[src/rtl/dut_pkg.sv]
// Shared definitions for the multi-channel FIFO bank.
// Latency: n/a (constants and a width helper only).
// Backpressure: n/a.
//
// Holds the clog2 helper, the default geometry with its derived widths
// (address, pointer, count), and the indices used to address the error
// flag vectors (overflow / underflow) in the RTL and in the bench scoreboard.
package dut_pkg;

    // Ceiling log2; clog2(1) = 0, clog2(2) = 1, clog2(8) = 3.
    function automatic int clog2(input int value);
        int res;
        int rem;
        res = 0;
        rem = value - 1;
        while (rem > 0) begin
            res = res + 1;
            rem = rem >> 1;
        end
        return res;
    endfunction

    // Default geometry and derived widths.
    localparam int NCH_DEF   = 8;
    localparam int DEPTH_DEF = 4;
    localparam int WIDTH_DEF = 8;
    localparam int AW_DEF    = clog2(NCH_DEF);
    localparam int PW_DEF    = clog2(DEPTH_DEF);
    localparam int CW_DEF    = PW_DEF + 1;

    // Row indices of the packed error-flag arrays.
    localparam int ERR_OVF = 0;
    localparam int ERR_UNF = 1;
    localparam int ERR_N   = 2;

endpackage

[src/rtl/dut_fifo_ch.sv]
// One FIFO channel: circular buffer with wr/rd pointers and an occupancy count.
// Latency: push visible at o_head/o_empty/o_full one edge after it is accepted.
// Backpressure: push on full is dropped (unless popped same cycle), pop on empty is ignored.
//
// Ports:
//   CLK, RST       clock, async active-high reset (pointers and count only)
//   i_push, i_data push strobe (already address-decoded and rdy-qualified) and payload
//   i_pop          pop strobe (already address-decoded and rdy-qualified)
//   o_head         head entry, 0 when empty
//   o_empty/o_full decoded from the registered count
//   o_ovf_evt      push attempted while full with no same-cycle pop
//   o_unf_evt      pop attempted while empty
module dut_fifo_ch
    import dut_pkg::*;
#(
    parameter int DEPTH = 4,
    parameter int WIDTH = 8
) (
    input  logic             CLK,
    input  logic             RST,
    input  logic             i_push,
    input  logic [WIDTH-1:0] i_data,
    input  logic             i_pop,
    output logic [WIDTH-1:0] o_head,
    output logic             o_empty,
    output logic             o_full,
    output logic             o_ovf_evt,
    output logic             o_unf_evt
);

    localparam int PW = clog2(DEPTH);
    localparam int CW = PW + 1;

    logic [WIDTH-1:0] r_mem [DEPTH];
    logic [PW-1:0]    r_wr_ptr;
    logic [PW-1:0]    r_rd_ptr;
    logic [CW-1:0]    r_count;

    logic w_empty;
    logic w_full;
    logic w_push_ok;
    logic w_pop_ok;

    assign w_empty = (r_count == '0);
    assign w_full  = (r_count == CW'(DEPTH));

    // A full channel is never empty, so a same-cycle pop always frees a slot
    // for the push. An empty channel has no bypass: the pop is refused even
    // when a push arrives in the same cycle.
    assign w_pop_ok  = i_pop & ~w_empty;
    assign w_push_ok = i_push & (~w_full | i_pop);

    assign o_ovf_evt = i_push & w_full & ~i_pop;
    assign o_unf_evt = i_pop & w_empty;

    always_ff @(posedge CLK or posedge RST) begin
        if (RST) begin
            r_wr_ptr <= '0;
            r_rd_ptr <= '0;
            r_count  <= '0;
        end else begin
            if (w_push_ok) begin
                r_wr_ptr <= r_wr_ptr + 1'b1;
            end
            if (w_pop_ok) begin
                r_rd_ptr <= r_rd_ptr + 1'b1;
            end
            case ({w_push_ok, w_pop_ok})
                2'b10:   r_count <= r_count + 1'b1;
                2'b01:   r_count <= r_count - 1'b1;
                default: r_count <= r_count;
            endcase
        end
    end

    // Storage is deliberately left out of reset; the count alone defines validity.
    always_ff @(posedge CLK) begin
        if (w_push_ok) begin
            r_mem[r_wr_ptr] <= i_data;
        end
    end

    assign o_head  = w_empty ? '0 : r_mem[r_rd_ptr];
    assign o_empty = w_empty;
    assign o_full  = w_full;

endmodule

[src/rtl/dut_fifo_bank.sv]
// NCH independent FIFOs behind one addressed write method and one addressed read method.
// Latency: push visible one edge later; read_data is the combinational head of read_address.
// Backpressure: rdy guards are 0 only in/just after reset; bad push/pop is dropped and flagged.
//
// Ports:
//   CLK, RST                       clock, async active-high reset
//   write_address/data/en, write_rdy   push method and its guard
//   read_address/en, read_data, read_rdy  pop method (actionvalue) and its guard
//   empty, full                    per-channel occupancy flags
//   ovf, unf                       sticky per-channel overflow / underflow flags
//   clr_err                        synchronous clear of ovf/unf (new events win)
module dut_fifo_bank
    import dut_pkg::*;
#(
    parameter int NCH   = 8,
    parameter int DEPTH = 4,
    parameter int WIDTH = 8,
    localparam int AW   = clog2(NCH)
) (
    input  logic             CLK,
    input  logic             RST,
    input  logic [AW-1:0]    write_address,
    input  logic [WIDTH-1:0] write_data,
    input  logic             write_en,
    output logic             write_rdy,
    input  logic [AW-1:0]    read_address,
    input  logic             read_en,
    output logic [WIDTH-1:0] read_data,
    output logic             read_rdy,
    output logic [NCH-1:0]   empty,
    output logic [NCH-1:0]   full,
    output logic [NCH-1:0]   ovf,
    output logic [NCH-1:0]   unf,
    input  logic             clr_err
);

    logic                      r_wr_rdy;
    logic                      r_rd_rdy;
    logic [ERR_N-1:0][NCH-1:0] r_err;

    logic [NCH-1:0]            w_push_oh;
    logic [NCH-1:0]            w_pop_oh;
    logic [ERR_N-1:0][NCH-1:0] w_evt;
    logic [WIDTH-1:0]          w_head [NCH];

    // Strobes only count while the matching guard is up, so anything driven
    // during or right after reset is ignored.
    always_comb begin
        w_push_oh = '0;
        w_pop_oh  = '0;
        if (write_en && r_wr_rdy) begin
            w_push_oh[write_address] = 1'b1;
        end
        if (read_en && r_rd_rdy) begin
            w_pop_oh[read_address] = 1'b1;
        end
    end

    for (genvar c = 0; c < NCH; c++) begin : g_ch
        dut_fifo_ch #(
            .DEPTH (DEPTH),
            .WIDTH (WIDTH)
        ) u_ch (
            .CLK       (CLK),
            .RST       (RST),
            .i_push    (w_push_oh[c]),
            .i_data    (write_data),
            .i_pop     (w_pop_oh[c]),
            .o_head    (w_head[c]),
            .o_empty   (empty[c]),
            .o_full    (full[c]),
            .o_ovf_evt (w_evt[ERR_OVF][c]),
            .o_unf_evt (w_evt[ERR_UNF][c])
        );
    end

    // Channel heads are already zero when empty, which also covers reset.
    assign read_data = w_head[read_address];

    // Guards: low in reset, registered high on the first edge afterwards.
    always_ff @(posedge CLK or posedge RST) begin
        if (RST) begin
            r_wr_rdy <= 1'b0;
            r_rd_rdy <= 1'b0;
        end else begin
            r_wr_rdy <= 1'b1;
            r_rd_rdy <= 1'b1;
        end
    end

    // Sticky error flags; an event in the clearing cycle survives the clear.
    always_ff @(posedge CLK or posedge RST) begin
        if (RST) begin
            r_err <= '0;
        end else if (clr_err) begin
            r_err <= w_evt;
        end else begin
            r_err <= r_err | w_evt;
        end
    end

    assign write_rdy = r_wr_rdy;
    assign read_rdy  = r_rd_rdy;
    assign ovf       = r_err[ERR_OVF];
    assign unf       = r_err[ERR_UNF];

endmodule

[config.mk]
export PLATFORM = sky130hd
export DESIGN_NAME = dut_fifo_bank
export DESIGN_NICKNAME = d
export VERILOG_FILES = /design/src/rtl/dut_pkg.sv /design/src/rtl/dut_fifo_ch.sv /design/src/rtl/dut_fifo_bank.sv
export SDC_FILE = /design/constraint.sdc
export NUM_CORES = 1
export LEC_CHECK = 0
export CORE_UTILIZATION = 60
export CTS_CLUSTER_SIZE = 40
export DETAILED_ROUTE_END_ITERATION = 8
export HOLD_SLACK_MARGIN = 0.06
export PLACE_DENSITY = 0.9
export SLEW_MARGIN = 10
export SYNTH_ARGS = -nofsm -noshare
export SYNTH_HDL_FRONTEND = slang
export SYNTH_SLANG_ARGS = --single-unit
[constraint.sdc]
create_clock -name CLK -period 2.95 [get_ports CLK]
set_clock_uncertainty 0.15 [all_clocks]
set_input_delay 0.59 -clock CLK [delete_from_list [all_inputs] [get_ports CLK]]
set_output_delay 0.59 -clock CLK [all_outputs]
set_load 0.01 [all_outputs]
==> results.py, run 1 <==
metrics = {
    "outcome": {
        "status": "finished, violations left",
        "violations": "setup timing",
    },
    "worst_setup_path": {
        "path_class": "reg2out",
        "rr_worst_depth": 11,
        "r2r-start": "read_rdy",
        "worstPathArrival_ns": 2.39,
        "cp.required_ns": 2.21,
        "cp-end-kind": "primary output",
        "rrSetupSlack_ns": 0.27,
        "crit_start": "g_ch[3].u_ch.r_rd_ptr[0]",
        "rr_endpoint": "g_ch[0].u_ch.r_count[2]",
        "cp_max_fo": 7,
        "start_kind": "flop",
    },
    "cts": {
        "clk_pin_slew_ns": 0.06,
        "cts.sinks": 329,
        "ctsHoldBuffers": 0,
        "cts_root_buffer": "clkbuf_16",
        "clock_path_buffers": 3,
        "cts-buffers-inserted": 34,
        "htreeDepth": 2,
        "cts_tree": "built",
        "worstSkewPairLatency_ns": 0.53,
    },
    "logic_synthesis": {
        "ys_seq_area_share_pct": 68.7,
        "async_flop_share_pct": 22.2,
        "synth.net_count": 849,
        "synth_cell_types": 42,
        "synth-edff-count": 256,
        "ys.flop_type": "edfxtp_1",
        "synth-seq-cells": 329,
        "yosysWarnings": 0,
        "postSynthAreaPerCell_um2": 17.7,
        "synth_area_um2": 13900,
        "synthCells": 782,
    },
    "die": {
        "die_x_um": 154,
        "die-area_um2": 23700,
        "rows": 55,
        "design.core.area_um2": 22600,
        "ioPinCount": 61,
        "die_y_um": 154,
        "start_util_pct": 61.2,
    },
    "layout": {
        "multiInputGateArea_um2": 4090,
        "stdcell_count": 1276,
        "seqCellArea_um2": 9520,
        "finish.utilization_pct": 75.8,
        "synthToLayoutAreaGrowth_pct": 23.9,
        "fin_nets": 1031,
        "fillCellCount": 1095,
        "drive_above_1_share_pct": 30.9,
    },
    "timing": {
        "rsz0062_at_grt": "true",
        "post-route-period-util_pct": 106,
        "slew_headroom_pct": 59.9,
        "finalSetupViolations": 8,
        "final.min_clock_period_ns": 3.13,
        "hold_viol": 0,
        "slew_violations": 0,
        "fin_ws_ns": -0.176,
        "max_slew.worst_pin.slew_ns": 0.601,
        "max_freq_mhz": 320,
    },
    "power_and_ir_drop": {
        "p_per_area_nw_per_um2": 848,
        "leakagePower_nw": 6.37,
        "peakVddDrop_mv": 0.593,
    },
    "detailed_routing": {
        "drc_errors": 0,
        "drt-pass1-iter-count": 5,
        "viasPerCell": 6.46,
        "wl_um": 37200,
        "drt-initial-drc-count": 907,
        "ant_nets": 0,
        "num_vias": 8238,
        "wl_per_cell_um": 29.1,
    },
    "global_routing": {
        "grt_use_total_pct": 32.2,
        "gr-total-overflow": 0,
        "grt_antenna_before_repair": 3,
        "grt_pass1_vias": 8486,
        "grt_pass1_wl_um": 54400,
        "grt_max_degree": 48,
    },
    "placed_design": {
        "dp.cells": 1199,
        "post-dp-hpwl_um": 20900,
        "gp_congestion": 0.899,
        "post-place-ws_ns": -0.665,
        "portBuffers": 60,
    },
    "min_path": {
        "holdCritPathClass": "in2async",
    },
    "run": {
        "cap_viol_max_count": 0,
    },
}
report_power, final:
group / internal, mW / switching [mW]
sequential: 5.44 / 0.630
clock: 2.76 / 1.85
combinational: 1.97 / 1.91
synth_stat cells, types with 9 or more instances:
library cell / instances / share of area (%)
nor2_1: 16 / 0.43
buf_4: 20 / 1.1
a22oi_1: 32 / 1.7
xor2_1: 24 / 1.5
nand4_1: 11 / 0.50
mux4_2: 64 / 10
dfrtp_1: 73 / 13
buf_2: 12 / 0.43
inv_1: 51 / 1.4
xnor2_1: 24 / 1.5
ha_1: 40 / 3.6
nand2_1: 16 / 0.43
and2_1: 29 / 1.3
nor3_1: 12 / 0.43
and3_1: 10 / 0.45
o2bb2ai_1: 9 / 0.57
edfxtp_1: 256 / 55
cell type report:
class	count	area share, %
Sequential cell	329	55.4
Multi-Input combinational cell	361	23.8
Timing Repair Buffer	187	10.6
Clock buffer	41	5.29
Tap cell	285	2.08
Clock inverter	21	1.66
Inverter	51	1.12
Antenna cell	1	0.0146
logic make-up after synthesis:
kind of cell,count (synthesis),synth area share (%)
flops,329,68.7
mux,79,11.5
xor+xnor,48,3.03
simple gates,128,5.71
fa+ha+maj,48,4.77
compound gates,57,3.12
buf+inv,92,3.14
other cells,1,0.0271
what timing repair did:
action	CTS	global route
setup endpoints to repair	8	11
gates resized for setup	70	12
pin swaps	15	16
buffers inserted	8	7
worst max-delay path: stages, from the launching register on:
cell and delay (ns):
dfrtp_1 0.41, buf_12 0.16, mux4_2 0.56, a22oi_1 0.29
nand4_1 0.23, buf_2 0.21
sequential cells by signal (all words and copies together) (netlist names):
| name | cells |
|---|---|
| g_ch.u_ch.r_mem | 256 |
| g_ch.u_ch.r_count | 24 |
| g_ch.u_ch.r_rd_ptr | 16 |
| g_ch.u_ch.r_wr_ptr | 16 |
| ovf | 8 |
| unf | 8 |
| read_rdy | 1 |
per-stage QoR:
| step | area (um2) | hold slack (ns) | setup TNS (ns) | power (mW) |
|---|---|---|---|---|
| 6_report | 17200 | 0.282 | -0.857 | 14.6 |
| 5_1_grt | 17200 | 0.310 | -1.15 | 15.0 |
| 4_1_cts | 17100 | 0.290 | -0.390 | 14.4 |
| 3_5_place_dp | 15700 | 0.321 | -13.13 | 9.49 |
| 3_3_place_gp | 15700 | 0.320 | -7.12 | 9.26 |
| 2_1_floorplan | 13900 | 0.298 | 0 | 8.07 |
placed cells by master (no fill, tap or decap), drive strengths merged, types with 4 or more instances in the layout:
| cell type | count |
|---|---|
| o21ai | 7 |
| mux4 | 64 |
| clkinv | 10 |
| inv | 53 |
| fa | 8 |
| bufinv | 6 |
| xor2 | 24 |
| mux2i | 8 |
| and2b | 5 |
| o2bb2ai | 9 |
| edfxtp | 256 |
| a22oi | 32 |
| and2 | 29 |
| and3 | 11 |
| nand3 | 4 |
| xnor2 | 24 |
| a22o | 7 |
| nor3b | 8 |
| mux2 | 7 |
| nand2 | 16 |
| ha | 40 |
| clkdlybuf4s50 | 50 |
| dfrtp | 73 |
| nand4 | 11 |
| nor2 | 16 |
| clkbuf | 41 |
| buf | 135 |
| nor3 | 17 |
how the worst max path moves through the flow:
stage	endpoint	slack [ns]	depth (start not counted)
2_1_floorplan	g_ch[0].u_ch.r_count[2]	0.31	9
4_1_cts	read_data[6]	-0.08	5
3_3_place_gp	read_data[6]	-0.49	6
6_report	read_data[6]	-0.18	5
3_5_place_dp	read_data[6]	-0.67	6
5_1_grt	read_data[6]	-0.21	5
metal layers:
| layer | wire length (um) | global-route usage (%) | part of all wire, % | vias to the layer above |
|---|---|---|---|---|
| met5 | 22 | 0 | 0.059 | - |
| met3 | 3730 | 7.30 | 10 | 127 |
| met2 | 18900 | 54.5 | 51 | 601 |
| met1 | 12800 | 40.4 | 34 | 4184 |
| met4 | 1760 | 13.6 | 4.7 | 4 |
| li1 | - | - | - | 3322 |
Power figures use the tool's default switching activity.
==> run 2: changes to the inputs <==
--- a/config.mk
+++ b/config.mk
@@ -6,10 +6,10 @@
 export NUM_CORES = 1
 export LEC_CHECK = 0
 export CORE_UTILIZATION = 60
-export CTS_CLUSTER_SIZE = 40
 export DETAILED_ROUTE_END_ITERATION = 8
 export HOLD_SLACK_MARGIN = 0.06
 export PLACE_DENSITY = 0.9
+export SKIP_CTS_REPAIR_TIMING = 1
 export SLEW_MARGIN = 10
 export SYNTH_ARGS = -nofsm -noshare
 export SYNTH_HDL_FRONTEND = slang
==> run 2 against run 1 <==
The flow still finishes with violations (setup timing). First-iteration DRC count decreased by 5.6%. Maximum frequency down 0.36%. Sequential share of layout area decreased by 0.051 points. Highest routed layer is now met4. Critical path depth unchanged. Worst hold slack improved by 0.0031 ns. Routed wire length rose by 0.12%. Register-to-register slack worse by 0.07 ns. Largest cell class unchanged. Power rose by 0.26%. Sequential cell count stayed put.
==> results.py, run 2 (synthesis gave the netlist of run 1 again) <==
metrics = {
    "die": {
        "start_util_pct": 61.2,
        "rows": 55,
        "design.core.area_um2": 22600,
        "die_x_um": 154,
        "ioPinCount": 61,
        "die_y_um": 154,
        "die-area_um2": 23700,
    },
    "outcome": {
        "status": "finished, violations left",
        "violations": "setup timing",
    },
    "timing": {
        "setup_tns_ns": -0.717,
        "slew_headroom_pct": 59.6,
        "max_freq_mhz": 319,
        "post-route-period-util_pct": 106,
        "max_slew.worst_pin.slew_ns": 0.605,
        "finalSetupViolations": 11,
        "slew_violations": 0,
        "rsz0062_at_grt": "true",
        "final.min_clock_period_ns": 3.14,
        "fin_ws_ns": -0.188,
        "timing.hold.ws_ns": 0.285,
        "hold_viol": 0,
    },
    "cts": {
        "worstSkewPairLatency_ns": 0.53,
        "cts_root_buffer": "clkbuf_16",
        "cts-buffers-inserted": 34,
        "htreeDepth": 2,
        "clk_pin_slew_ns": 0.06,
        "clock_path_buffers": 3,
        "cts.sinks": 329,
        "cts_tree": "built",
    },
    "worst_setup_path": {
        "crit_start": "g_ch[2].u_ch.r_rd_ptr[0]",
        "cp_cell_sequence": "buf_12, mux4_2, a22oi_2, nand4_1, buf_2",
        "cp-end-kind": "primary output",
        "cp_max_fo": 8,
        "r2r-start": "read_rdy",
        "critPathTopFamily": "multiplexers",
        "cp.required_ns": 2.21,
        "setup.worst_path.end": "read_data[3]",
        "cp_num_cells": 5,
        "worstPathArrival_ns": 2.40,
        "crit_path_top_delay_cell": "mux4_2",
        "path_class": "reg2out",
        "rr_worst_depth": 9,
        "start_kind": "flop",
        "rr_endpoint": "g_ch[2].u_ch.r_count[2]",
        "slowest_delay_ns": 0.59,
        "rrSetupSlack_ns": 0.20,
        "worst-path-buf-inv": 2,
    },
    "detailed_routing": {
        "wl_um": 37200,
        "drt-initial-drc-count": 856,
        "viasPerCell": 6.48,
        "drt-pass1-iter-count": 5,
        "ant_nets": 0,
        "wl_per_cell_um": 29.2,
        "drc_errors": 0,
        "num_vias": 8260,
    },
    "placed_design": {
        "portBuffers": 60,
        "placed_cell_area_um2": 15700,
        "gp_congestion": 0.899,
        "post-dp-hpwl_um": 20900,
    },
    "global_routing": {
        "gr-total-overflow": 0,
        "grt_antenna_before_repair": 0,
        "grt_pass1_vias": 8346,
        "grt_max_degree": 48,
        "grt_pass1_wl_um": 52000,
        "grt_use_total_pct": 30.4,
    },
    "power_and_ir_drop": {
        "finalPower_mw": 14.6,
        "peakVddDrop_mv": 0.517,
        "p_per_area_nw_per_um2": 849,
        "leakagePower_nw": 6.39,
    },
    "layout": {
        "final_cell_area_um2": 17200,
        "layout_commonest_cell": "edfxtp_1",
        "fillCellCount": 1101,
        "largest-register": "g_ch.u_ch.r_mem",
        "synthToLayoutAreaGrowth_pct": 24.0,
        "antenna_cells": 0,
        "largest_reg_flops": 256,
        "final_cell_mix": "256 x edfxtp_1, 98 x buf_4, 69 x dfrtp_1",
        "drive_above_1_share_pct": 30.8,
        "fin_nets": 1030,
        "top_regs": "g_ch.u_ch.r_mem x256, g_ch.u_ch.r_count x24",
    },
    "run": {
        "cap_viol_max_count": 0,
    },
    "min_path": {
        "holdCritPathClass": "in2async",
    },
}
-- run 2: worst register-to-register path: cells and delay by family, from the launching register on --
family                   cells  cell delay [ns]
flip-flops                   1             0.62
buffers and inverters        2             0.29
XOR/XNOR                     2             0.39
adder cells (fa/ha/maj)      2             0.61
AND/OR/NAND/NOR              3             0.60
-- run 2: through the flow --
step / setup WS [ns] / util, % / std cells
3_3_place_gp: -0.493 / 69.3 / 1199
4_1_cts: -0.721 / 74.5 / 1261
6_report: -0.188 / 75.9 / 1274
3_5_place_dp: -0.665 / 69.3 / 1199
2_1_floorplan: 0.312 / - / 782
5_1_grt: -0.193 / 75.9 / 1274
-- run 2: how the worst min path moves through the flow --
stage | cells past startpoint | to
finish | 2 | g_ch[2].u_ch.r_wr_ptr[0]
global route | 2 | g_ch[2].u_ch.r_wr_ptr[0]
CTS | 2 | g_ch[6].u_ch.r_wr_ptr[1]
detailed placement | 1 | g_ch[5].u_ch.r_count[2]
global placement | 1 | g_ch[5].u_ch.r_count[2]
floorplan | 1 | g_ch[1].u_ch.r_count[2]
-- run 2: report_power, final --
part | internal (mW) | leakage [nW] | switching [mW]
Sequential | 5.44 | 3.20 | 0.648
Clock | 2.76 | 0.577 | 1.86
Combinational | 1.97 | 2.61 | 1.91
Total | 10.2 | 6.39 | 4.43
-- run 2: cell type report --
| type | instances | area [um2] | area share [%] |
|---|---|---|---|
| tap | 285 | 357 | 2.07 |
| sequential | 329 | 9520 | 55.4 |
| timing repair buffer | 186 | 1830 | 10.6 |
| inverter | 51 | 193 | 1.12 |
| clock inverter | 21 | 285 | 1.66 |
| multi-input combinational | 361 | 4100 | 23.8 |
| clock buffer | 41 | 908 | 5.29 |
-- run 2: per-layer routing --
metal,GRT usage (%),routed length (um)
met2,51.8,19100
met5,0,0
met1,39.3,12800
met4,13.0,1820
met3,4.54,3440
==> run 3: changes to the inputs <==
--- a/config.mk
+++ b/config.mk
@@ -7,6 +7,7 @@
 export LEC_CHECK = 0
 export CORE_UTILIZATION = 60
 export DETAILED_ROUTE_END_ITERATION = 8
+export GPL_TIMING_DRIVEN = 0
 export HOLD_SLACK_MARGIN = 0.06
 export PLACE_DENSITY = 0.9
 export SKIP_CTS_REPAIR_TIMING = 1
==> run 3 against run 2 <==
Power decreased by 7.9%. Design area is 5.1% lower. Via count down 9.2%. Worst setup slack worse by 0.028 ns. Critical path type unchanged. Maximum frequency down 0.89%. Highest routed layer unchanged. Global-route usage is 5.1 points lower. Clock power down 15%. Sequential share of layout area increased by 2.9 points. Routed wire length decreased by 18%. Critical endpoint is now read_data[7]. Cell count down 6.5%. First-iteration DRC count down 16%. The flow still finishes with violations (setup timing).
==> results.py, run 3 (synthesis gave the netlist of run 1 again) <==
metrics = {
    "outcome": {
        "status": "finished, violations left",
        "violations": "setup timing",
    },
    "power_and_ir_drop": {
        "leakagePower_nw": 5.89,
        "clkPwrFrac_pct": 29.1,
        "p_sw_share_pct": 29.2,
        "pwr-share-comb_pct": 26.1,
        "peakVddDrop_mv": 0.780,
        "p_int_mw": 9.51,
        "pwr-share-seq_pct": 44.8,
        "p_per_area_nw_per_um2": 824,
        "p_switching_mw": 3.93,
    },
    "die": {
        "design.core.area_um2": 22600,
        "ioPinCount": 61,
        "start_util_pct": 61.2,
        "rows": 55,
        "die_x_um": 154,
        "die-area_um2": 23700,
        "die_y_um": 154,
    },
    "cts": {
        "cts_root_buffer": "clkbuf_16",
        "htreeDepth": 1,
        "cts.sinks": 329,
        "cts_tree": "built",
        "worstSkewPairLatency_ns": 0.55,
        "clock_path_buffers": 3,
        "cts-buffers-inserted": 30,
        "clk_pin_slew_ns": 0.07,
    },
    "global_routing": {
        "gr-total-overflow": 0,
        "grt_pass1_vias": 7647,
        "grt_antenna_before_repair": 0,
        "grt_max_degree": 41,
        "grt_use_total_pct": 25.3,
        "grt_pass1_wl_um": 44200,
    },
    "timing": {
        "slew_violations": 0,
        "fin_ws_ns": -0.216,
        "final.min_clock_period_ns": 3.17,
        "rsz0062_at_grt": "true",
        "max_freq_mhz": 316,
        "slew_headroom_pct": 14.0,
        "post-route-period-util_pct": 107,
        "max_slew.worst_pin.slew_ns": 1.29,
        "hold_viol": 0,
        "finalSetupViolations": 9,
    },
    "layout": {
        "layout_commonest_cell": "edfxtp_1",
        "fin_nets": 949,
        "final_cell_area_um2": 16300,
        "final_cell_mix": "256 x edfxtp_1, 73 x dfrtp_1, 64 x mux4_2",
        "finish.utilization_pct": 72.1,
        "largest-register": "g_ch.u_ch.r_mem",
        "largest_reg_flops": 256,
        "drive_above_1_share_pct": 25.0,
        "synthToLayoutAreaGrowth_pct": 17.7,
        "fillCellCount": 1199,
        "top_regs": "g_ch.u_ch.r_mem x256, g_ch.u_ch.r_count x24",
        "stdcell_count": 1191,
    },
    "detailed_routing": {
        "viasPerCell": 6.30,
        "drt-initial-drc-count": 716,
        "drc_errors": 0,
        "wl_per_cell_um": 25.6,
        "wl_um": 30500,
        "drt-pass1-iter-count": 5,
        "ant_nets": 0,
        "num_vias": 7502,
    },
    "run": {
        "cap_viol_max_count": 0,
    },
    "worst_setup_path": {
        "cp-end-kind": "primary output",
        "rr_worst_depth": 9,
        "worstPathArrival_ns": 2.43,
        "start_kind": "flop",
        "cp_max_fo": 5,
        "cp.required_ns": 2.21,
        "path_class": "reg2out",
    },
    "placed_design": {
        "dp.cells": 1126,
        "portBuffers": 58,
        "gp_congestion": 0.851,
        "placed_cell_area_um2": 14800,
        "post-dp-hpwl_um": 18000,
    },
    "min_path": {
        "holdCritPathClass": "in2async",
    },
}
## run 3: final cells by class
class	instances	area, um2	area share [%]
Antenna cell	1	2.50	0.0153
Clock inverter	15	154	0.943
Tap cell	285	357	2.19
Clock buffer	40	840	5.15
Multi-Input combinational cell	361	4190	25.6
Sequential cell	329	9510	58.3
Timing Repair Buffer	76	772	4.73
Inverter	51	194	1.19
Buffer	33	299	1.83
## run 3: final timing paths
kind	from	endpoint	slack, ns
setup / recovery	g_ch[1].u_ch.r_count[0]	read_data[7]	-0.22
setup reg to reg	read_rdy	g_ch[2].u_ch.r_count[1]	0.13
max in group asynchronous	RST	g_ch[6].u_ch.r_wr_ptr[1]	1.78
hold / removal	RST	g_ch[2].u_ch.r_count[2]	0.28
hold reg to reg	ovf[5]	ovf[5]	0.34
min in group CLK	read_en	g_ch[0].u_ch.r_rd_ptr[1]	0.31
## run 3: worst max-delay path: stages, from the launching register on
cell	delay, ns
dfrtp_1	0.41
or3_4	0.40
and3_4	0.21
buf_8	0.14
a22oi_2	0.25
nand4_1	0.25
buf_2	0.22
## run 3: power by group through the flow
| stage | clock network, mW | registers [mW] | logic, mW |
|---|---|---|---|
| after floorplan | 0 | 5.75 | 2.32 |
| after global placement | 0 | 5.80 | 3.12 |
| after detailed placement | 0 | 5.83 | 3.28 |
| after CTS | 3.93 | 5.74 | 3.36 |
| after global routing | 4.11 | 6.09 | 3.78 |
| final | 3.91 | 6.02 | 3.51 |
## run 3: layer usage
metal | up-vias | track usage [%] | wire [um]
met2 | 399 | 42.7 | 15700
met4 | 0 | 8.38 | 977
met1 | 3879 | 34.4 | 11500
li1 | 3163 | - | -
met3 | 61 | 3.38 | 2330
met5 | - | 0 | 0
## run 3: metrics by stage
step                      setup TNS [ns]  power [mW]  hold WS, ns  setup slack [ns]
after floorplan                        0        8.07        0.298             0.312
after global placement            -94.28        8.91        0.320             -1.17
after detailed placement          -16.51        9.11        0.325             -1.24
after CTS                          -9.98        13.0        0.278             -1.27
after global routing               -1.21        14.0        0.322            -0.229
final                             -0.776        13.4        0.279            -0.216
